## config.mk

```make
export PLATFORM = sky130hd
export DESIGN_NAME = sm3_msg_arb
export DESIGN_NICKNAME = d
export VERILOG_FILES = /design/src/rtl/sm3_msg_arb.sv
export SDC_FILE = /design/constraint.sdc
export NUM_CORES = 1
export LEC_CHECK = 0
export ABC_AREA = 0
export CAP_MARGIN = 20
export CORE_AREA = 10 10 239 241
export CTS_BUF_LIST = sky130_fd_sc_hd__clkbuf_2 sky130_fd_sc_hd__clkbuf_4 sky130_fd_sc_hd__clkbuf_8
export CTS_CLUSTER_DIAMETER = 60
export DETAILED_ROUTE_END_ITERATION = 8
export DIE_AREA = 0 0 249 251
export HOLD_SLACK_MARGIN = 0.08
export PLACE_DENSITY_LB_ADDON = 0.12
export SETUP_SLACK_MARGIN = 0.3
export SYNTH_ARGS = -nofsm -noshare
export SYNTH_HDL_FRONTEND = slang
export SYNTH_SLANG_ARGS = --single-unit
```

## constraint.sdc

```tcl
create_clock -name clk -period 2.3 [get_ports clk]
set_clock_uncertainty 0.1 [all_clocks]
set_input_delay 0.46 -clock clk [delete_from_list [all_inputs] [get_ports clk]]
set_output_delay 0.46 -clock clk [all_outputs]
set_load 0.005 [all_outputs]
```

## src/rtl/sm3_msg_arb.sv

```systemverilog
// Two-requester, message-granular round-robin arbiter in front of a shared SM3 pipeline.
// Optional result watchdog enabled by defining SM3_ARB_TMO_EN.
module sm3_msg_arb #(
    parameter int DW      = 32,
    parameter int RES_W   = 256,
    parameter int TMO_CYC = 1024
) (
    input  logic              clk,
    input  logic              rst_n,
    input  logic              req0_vld_i,
    output logic              req0_rdy_o,
    input  logic [DW-1:0]     req0_data_i,
    input  logic              req0_lst_i,
    input  logic [DW/8-1:0]   req0_bvld_i,
    input  logic              req1_vld_i,
    output logic              req1_rdy_o,
    input  logic [DW-1:0]     req1_data_i,
    input  logic              req1_lst_i,
    input  logic [DW/8-1:0]   req1_bvld_i,
    output logic              core_vld_o,
    input  logic              core_rdy_i,
    output logic [DW-1:0]     core_data_o,
    output logic              core_lst_o,
    output logic [DW/8-1:0]   core_bvld_o,
    input  logic [RES_W-1:0]  core_res_i,
    input  logic              core_res_vld_i,
    output logic [RES_W-1:0]  res_o,
    output logic [1:0]        res_vld_o,
    output logic              busy_o,
    output logic              gnt_o,
    output logic              tmo_err_o
);

    typedef enum logic [1:0] {
        S_IDLE   = 2'd0,
        S_STREAM = 2'd1,
        S_WAIT   = 2'd2
    } state_t;

    state_t             r_state;
    state_t             w_state_nxt;
    logic               r_gnt;
    logic               w_gnt_nxt;
    logic               r_ptr;
    logic               w_ptr_nxt;
    logic [RES_W-1:0]   r_res;
    logic [1:0]         r_res_vld;
    logic               w_done;
    logic               w_tmo;

`ifdef SM3_ARB_TMO_EN
    logic [15:0]        r_cnt;
    logic               r_tmo;

    // Counter sits at zero outside WAIT_RES, so it is cleared on entry.
    assign w_tmo = (r_state == S_WAIT) && (r_cnt == 16'(TMO_CYC - 1)) && !core_res_vld_i;

    always_ff @(posedge clk or negedge rst_n) begin
        if (!rst_n) begin
            r_cnt <= '0;
            r_tmo <= 1'b0;
        end else begin
            r_tmo <= w_tmo;
            if (r_state != S_WAIT)
                r_cnt <= '0;
            else
                r_cnt <= r_cnt + 16'd1;
        end
    end

    assign tmo_err_o = r_tmo;
`else
    assign w_tmo     = 1'b0;
    assign tmo_err_o = 1'b0;
`endif

    always_comb begin
        w_state_nxt = r_state;
        w_gnt_nxt   = r_gnt;
        w_ptr_nxt   = r_ptr;
        w_done      = 1'b0;
        req0_rdy_o  = 1'b0;
        req1_rdy_o  = 1'b0;
        core_vld_o  = 1'b0;
        core_data_o = '0;
        core_lst_o  = 1'b0;
        core_bvld_o = '0;
        case (r_state)
            S_IDLE: begin
                if (req0_vld_i || req1_vld_i) begin
                    w_gnt_nxt   = (req0_vld_i && req1_vld_i) ? r_ptr : req1_vld_i;
                    w_state_nxt = S_STREAM;
                end
            end
            S_STREAM: begin
                // Zero-latency pass-through; grant is held even if vld drops.
                if (r_gnt) begin
                    core_vld_o  = req1_vld_i;
                    core_data_o = req1_data_i;
                    core_lst_o  = req1_lst_i;
                    core_bvld_o = req1_bvld_i;
                    req1_rdy_o  = core_rdy_i;
                end else begin
                    core_vld_o  = req0_vld_i;
                    core_data_o = req0_data_i;
                    core_lst_o  = req0_lst_i;
                    core_bvld_o = req0_bvld_i;
                    req0_rdy_o  = core_rdy_i;
                end
                if (core_vld_o && core_rdy_i && core_lst_o)
                    w_state_nxt = S_WAIT;
            end
            S_WAIT: begin
                if (core_res_vld_i) begin
                    w_done      = 1'b1;
                    w_ptr_nxt   = ~r_gnt;
                    w_state_nxt = S_IDLE;
                end else if (w_tmo) begin
                    w_ptr_nxt   = ~r_gnt;
                    w_state_nxt = S_IDLE;
                end
            end
            default: w_state_nxt = S_IDLE;
        endcase
    end

    always_ff @(posedge clk or negedge rst_n) begin
        if (!rst_n) begin
            r_state   <= S_IDLE;
            r_gnt     <= 1'b0;
            r_ptr     <= 1'b0;
            r_res     <= '0;
            r_res_vld <= 2'b00;
        end else begin
            r_state   <= w_state_nxt;
            r_gnt     <= w_gnt_nxt;
            r_ptr     <= w_ptr_nxt;
            r_res_vld <= w_done ? (r_gnt ? 2'b10 : 2'b01) : 2'b00;
            if (w_done)
                r_res <= core_res_i;
        end
    end

    assign res_o     = r_res;
    assign res_vld_o = r_res_vld;
    assign busy_o    = (r_state != S_IDLE);
    assign gnt_o     = r_gnt;

endmodule
```

==> results of run 1 <==
-- timing repair --
action                     in CTS  in global routing
setup buffers                  17                  2
pin swaps                       7                 10
cloned                          2                  4
setup endpoints to repair     300                 42
hold endpoints to repair      246                  0
hold buffers                    1                  0
resized for setup             460                 67
-- worst max-delay path by stage --
stage,from,to
2_1_floorplan,gnt_o$_DFFE_PN0P_,core_bvld_o[0]
3_3_place_gp,req1_data_i[16],core_data_o[16]
3_5_place_dp,req1_data_i[16],core_data_o[16]
4_1_cts,r_state[1]$_DFFE_PN0P_,core_data_o[20]
5_1_grt,r_state[1]$_DFFE_PN0P_,core_data_o[29]
6_report,r_state[1]$_DFFE_PN0P_,core_data_o[16]
-- final cells by class --
cell class	instances	area [um2]	share of cell area
Multi-Input combinational cell	352	3826	0.2004
Antenna cell	2	5.005	0.0002621
Clock inverter	8	71.32	0.003735
Tap cell	688	860.8	0.04509
Clock buffer	89	1056	0.05531
Timing Repair Buffer	694	6703	0.3510
Sequential cell	262	6560	0.3436
Inverter	2	11.26	0.0005898
-- flip-flops by register name, indices dropped and copies added, names as in the netlist --
register   flops
res_vld_o      2
r_ptr          1
r_state        2
res_o        256
gnt_o          1
-- power groups by stage --
stage                     clock [mW]  sequential (mW)  combinational, mW
after floorplan                    0             8.16               2.82
after global placement             0             7.97               10.6
after global routing            5.54             8.19               10.3
after CTS                       5.33             7.91               9.32
final                           5.06             7.87               9.59
after detailed placement           0             8.06               10.5
-- cell usage in the layout (no fill, tap or decap), drive strengths merged, types with 2 or more instances in the layout --
cell           synthesis  final
clkdlybuf4s50          0    334
dfrtp                262    262
dlygate4sd2            0    258
mux2                 256    256
buf                   36     96
clkbuf                 2     94
nor2                  41     41
mux2i                 38     38
clkinv                 0      5
diode                  0      2
clkinvlp               0      2
and3                   2      2
nand2                  2      2
inv                    2      2
-- metal layers --
layer,vias to the layer above,share of wire,wire length [um],track usage
met5,-,0.0023,111,0
met4,18,0.017,809,0.03258
met3,75,0.11,5208,0.07582
met2,409,0.53,25130,0.2683
met1,4067,0.34,15980,0.1408
li1,3736,-,-,-
-- stage by stage --
| stage | total power [mW] | utilization | hold slack (ps) | setup slack [ps] |
|---|---|---|---|---|
| 3_3_place_gp | 18.54 | 0.3399 | 300.3 | -157.1 |
| 6_report | 22.52 | 0.3655 | 254.1 | -18.35 |
| 4_1_cts | 22.56 | 0.3589 | 204.7 | -144.5 |
| 5_1_grt | 24.04 | 0.3655 | 228.4 | -99.77 |
| 2_1_floorplan | 10.97 | - | 64.41 | 652.0 |
| 3_5_place_dp | 18.60 | 0.3399 | 293.8 | -149.0 |
-- worst register-to-register path, cell delays in order, from the launching register on --
cell	delay, ps
dfrtp_2	410
buf_6	120
buf_4	130
buf_4	140
nand3b_4	120
buf_12	190
buf_12	220
mux2_2	370
-- kinds of logic after synthesis --
family | count (synthesis) | synth area share
other cells | 1 | 0.0003593
compound gates | 6 | 0.003956
flops | 262 | 0.6282
buf+inv | 40 | 0.03333
simple gates | 51 | 0.02146
mux | 294 | 0.3127
==> metrics.txt, run 1 <==
initial antenna violation count=13; Die H=251 um; Hold WC Path Type=input pin to asynchronous set/reset pin; crit end category=output pin; status=complete, but fails checks; Initial Util=0.1998; DRT Pass-1 Iters=4; stages on the worst setup path=5; Total Wirelength=47240 um; Avg Inst Size Synth=15.96 um2; Worst Path Max Fanout=6; most used cell, CP=buf_6; critical path class=flop to output pin; largest net degree at the start of global routing=54; clk buf depth=3; CP Cell Sequence=buf_6 > nand2b_4 > buf_6 > nor2_4 > buf_2; Flop pwr share=0.349; failing checks=setup timing; core area=52240 um2; DP Wirelength=37610 um; Startpoint Class=flop; Synth top cells by count=dfrtp_1, mux2_2, nor2_1; most frequent cell after synthesis=dfrtp_1; switch share=0.3103; gr usage total=0.1452; die area=62500 um2; Clk Tree Root Cell=clkbuf_8; RSZ-0062 raised after global routing=yes; Max Cap Viol=0; fraction of layout cells with a size suffix above 1=0.3589; Tcrit/Tclk final=1.008; WL per Instance=22.53 um; critical path's top delay family=buffers and inverters; Pwr Density=1179 nW/um2; crit path DAT=1760 ps; part of the power in the clock network=0.224; Psw=6.987 mW; Critical R2R Launch=r_state[1]$_DFFE_PN0P_; Post-Syn Area=10440 um2; placed inst area=17750 um2; Synth area leaders=dfrtp_1, mux2_2, mux2i_1, buf_6, nor2_1; post-route ant nets=0; Synth Instances=654; reg2reg end=res_o[119]$_DFFE_PN0P_; Synth top area share=0.6282; CTS tree=built; Remaining DRCs=0; Yosys top cell by area=dfrtp_1; Sinks on Clock Net=262; Buf/Inv on CP=3; Peak Freq=0.4313 GHz; Detailed Route Iter0 Violations=223; Nets=1700; dpl cells=1972; die width=249 um; EDFF count, synth=0; Layout Area Growth over Synthesis=82.95%; Ports=637; Clock Pin Slew Worst Setup and Hold Paths=60 ps; worst skew pair latency=580 ps; Final Critical Period=2318 ps; Int Pwr=15.53 mW; first-pass GRT wire length=67450 um; library cells used by synthesis=24; Worst path slowest cell=dfrtp_2; setup_tns=-52.76 ps; Synth Register Bits=262; # setup viols final=8; Main synth FF type=dfrtp_1; Static Leak=9.598 nW; Final Max Slew Viols=0; async set or reset register ratio after synthesis=1.000; Cell Count, Final, Fillers Out=2097; largest stage delay on the critical path=410 ps; post-synthesis sequential area ratio=0.6282; grt total ovfl=0; r2r worst-path depth=7; r2r setup slk=400 ps; cts bufs inserted=52; vias=8305; vias per std cell=3.960; H-Tree Depth=2; Ys Warns=0; IO buf count=635; design area=19090 um2; Final WS setup=-18.35 ps; Critical Path RT=1740 ps; vias in the first global route=9319; routability cong.=0.7571; peak supply drop=0.0004966 V; num rows=84; fillers=5156; Fin. Hold Viols=0; syn nets=990; Logic pwr share=0.426
Power figures use the tool's default switching activity.
==> inputs of run 2 (changes only) <==
--- a/config.mk
+++ b/config.mk
@@ -12,7 +12,7 @@
 export CTS_CLUSTER_DIAMETER = 60
 export DETAILED_ROUTE_END_ITERATION = 8
 export DIE_AREA = 0 0 249 251
-export HOLD_SLACK_MARGIN = 0.08
+export HOLD_SLACK_MARGIN = 0.03
 export PLACE_DENSITY_LB_ADDON = 0.12
 export SETUP_SLACK_MARGIN = 0.3
 export SYNTH_ARGS = -nofsm -noshare
==> results of run 2 <==
The final DEF is identical to that of run 1; final timing and power are the same.
==> inputs of run 3 (changes only) <==
--- a/config.mk
+++ b/config.mk
@@ -7,11 +7,11 @@
 export LEC_CHECK = 0
 export ABC_AREA = 0
 export CAP_MARGIN = 20
-export CORE_AREA = 10 10 239 241
+export CORE_AREA = 5 5 248 250
 export CTS_BUF_LIST = sky130_fd_sc_hd__clkbuf_2 sky130_fd_sc_hd__clkbuf_4 sky130_fd_sc_hd__clkbuf_8
 export CTS_CLUSTER_DIAMETER = 60
 export DETAILED_ROUTE_END_ITERATION = 8
-export DIE_AREA = 0 0 249 251
+export DIE_AREA = 0 0 253 255
 export HOLD_SLACK_MARGIN = 0.03
 export PLACE_DENSITY_LB_ADDON = 0.12
 export SETUP_SLACK_MARGIN = 0.3
==> metrics.txt, run 3 (synthesized netlist as in run 1, its figures left out) <==
IO buf count=635 (unchanged); Critical R2R Launch=r_state[1]$_DFFE_PN0P_ (unchanged); Tcrit/Tclk final=1.066 (was 1.008); CTS tree=built (unchanged); largest stage delay on the critical path=430 ps (was 410 ps); Worst Path Max Fanout=5 (was 6); Cell Count, Final, Fillers Out=2190 (was 2097); most frequent cells in the layout=clkdlybuf4s50_1, dfrtp_1, dlygate4sd2_1, mux2_2, clkbuf_8 (unchanged); CP Cell Sequence=buf_12 > buf_4 > buf_4 > mux2i_1 > buf_4 > nor2_1 > buf_2 (was buf_6 > nand2b_4 > buf_6 > nor2_4 > buf_2); Peak Freq=0.4078 GHz (was 0.4313 GHz); die area=64520 um2 (was 62500 um2); Worst path slowest cell=dfrtp_2 (unchanged); clk buf depth=3 (unchanged); worst skew pair latency=600 ps (was 580 ps); Critical Path RT=1740 ps (about the same); Layout Area Growth over Synthesis=81.87% (was 82.95%); Final Max Slew Viols=0 (unchanged); Clock Pin Slew Worst Setup and Hold Paths=60 ps (about the same); # setup viols final=28 (was 8); grt total ovfl=0 (unchanged); H-Tree Depth=2 (unchanged); Buf/Inv on CP=5 (was 3); fillers=6033 (was 5156); Nets=1707 (was 1700); fraction of layout cells with a size suffix above 1=0.3355 (was 0.3589); r2r setup slk=490 ps (was 400 ps); Ports=637 (unchanged); pre-CTS WS=-32.78 ps (was -149.0 ps); Fin. Hold Viols=0 (unchanged); Final Core Density=0.3228 (was 0.3655); Max Cap Viol=0 (unchanged); vias per std cell=3.783 (was 3.960); status=complete, but fails checks (unchanged); peak supply drop=0.0006922 V (was 0.0004966 V); post-route ant nets=0 (unchanged); gr usage total=0.1265 (was 0.1452); Startpoint Class=flop (unchanged); Initial Util=0.1775 (was 0.1998); die width=253 um (was 249 um); DRT Pass-1 Iters=4 (unchanged); vias in the first global route=9088 (was 9319); RSZ-0062 raised after global routing=yes (unchanged); commonest non-fill, non-tap cell in the layout=clkdlybuf4s50_1 (unchanged); Die H=255 um (was 251 um); dpl cells=2066 (was 1972); placed inst area=17930 um2 (was 17750 um2); Final WS setup=-152.0 ps (was -18.35 ps); core area=58800 um2 (was 52240 um2); DP Wirelength=33600 um (was 37610 um); reg2reg end=res_o[70]$_DFFE_PN0P_ (was res_o[119]$_DFFE_PN0P_); Pwr Density=1153 nW/um2 (was 1179 nW/um2); routability cong.=0.7917 (was 0.7571); cts bufs inserted=51 (was 52); design area=18980 um2 (was 19090 um2); critical path's top delay family=buffers and inverters (unchanged); num rows=89 (was 84); first-pass GRT wire length=61250 um (was 67450 um); failing checks=setup timing (unchanged); largest net degree at the start of global routing=57 (was 54); initial antenna violation count=5 (was 13); Remaining DRCs=0 (unchanged); crit path DAT=1890 ps (was 1760 ps); Final Critical Period=2452 ps (was 2318 ps); Sinks on Clock Net=262 (unchanged); Total Wirelength=42950 um (was 47240 um); most used cell, CP=buf_4 (was buf_6); critical path class=flop to output pin (unchanged); vias=8284 (was 8305); r2r worst-path depth=6 (was 7); Hold WC Path Type=input pin to asynchronous set/reset pin (unchanged); Largest register FFs=256 (unchanged); Static Leak=9.604 nW (was 9.598 nW); crit end category=output pin (unchanged); Clk Tree Root Cell=clkbuf_8 (unchanged); Detailed Route Iter0 Violations=175 (was 223); WL per Instance=19.61 um (was 22.53 um); setup_tns=-1752 ps (was -52.76 ps)
[run 3: per-stage QoR]
| step | power (mW) | hold WS, ps |
|---|---|---|
| global placement | 18.34 | 289.6 |
| detailed placement | 18.36 | 292.9 |
| global route | 23.44 | 225.9 |
| CTS | 22.38 | 188.4 |
| floorplan | 10.97 | 64.41 |
| finish | 21.89 | 248.4 |
[run 3: cell type report]
cell class / count / area, um2 / area share
Antenna cell: 4 / 10.01 / 0.0005274
Sequential cell: 262 / 6559 / 0.3456
Clock inverter: 11 / 100.1 / 0.005274
Inverter: 2 / 10.01 / 0.0005274
Timing Repair Buffer: 702 / 6728 / 0.3544
Tap cell: 773 / 967.2 / 0.05096
Clock buffer: 84 / 1012 / 0.05333
Multi-Input combinational cell: 352 / 3595 / 0.1894
[run 3: what timing repair did]
action                     CTS  global route
setup buffers               17             4
gates cloned                 3             0
gates resized for setup    459            10
hold endpoints to repair   175             0
hold buffers                 1             0
pin swaps                   17            13
setup endpoints to repair  300            42
[run 3: report_power, final]
| group | switching [mW] | total, mW | internal [mW] |
|---|---|---|---|
| Combinational | 3.47 | 9.02 | 5.55 |
| Sequential | 0.969 | 7.83 | 6.86 |
| Clock | 2.14 | 5.04 | 2.91 |
[run 3: worst max-delay path by stage]
stage	startpoint	to	slack [ps]	cells after the start
after floorplan	gnt_o$_DFFE_PN0P_	core_bvld_o[0]	650	4
after global placement	req1_data_i[6]	core_data_o[6]	-40	5
after detailed placement	core_rdy_i	req1_rdy_o	-30	3
after CTS	gnt_o$_DFFE_PN0P_	core_data_o[13]	-230	7
after global routing	gnt_o$_DFFE_PN0P_	core_data_o[12]	-270	7
final	gnt_o$_DFFE_PN0P_	core_data_o[6]	-150	7
[run 3: layer usage]
layer  part of all wire  vias to the layer above  routed length, um  track usage
met3               0.11                       56               4809      0.06046
met5            0.00037                        -                 16            0
met4              0.021                        2                923      0.03224
li1                   -                     3752                  -            -
met2               0.52                      427              22400       0.2335
met1               0.34                     4047              14800       0.1287
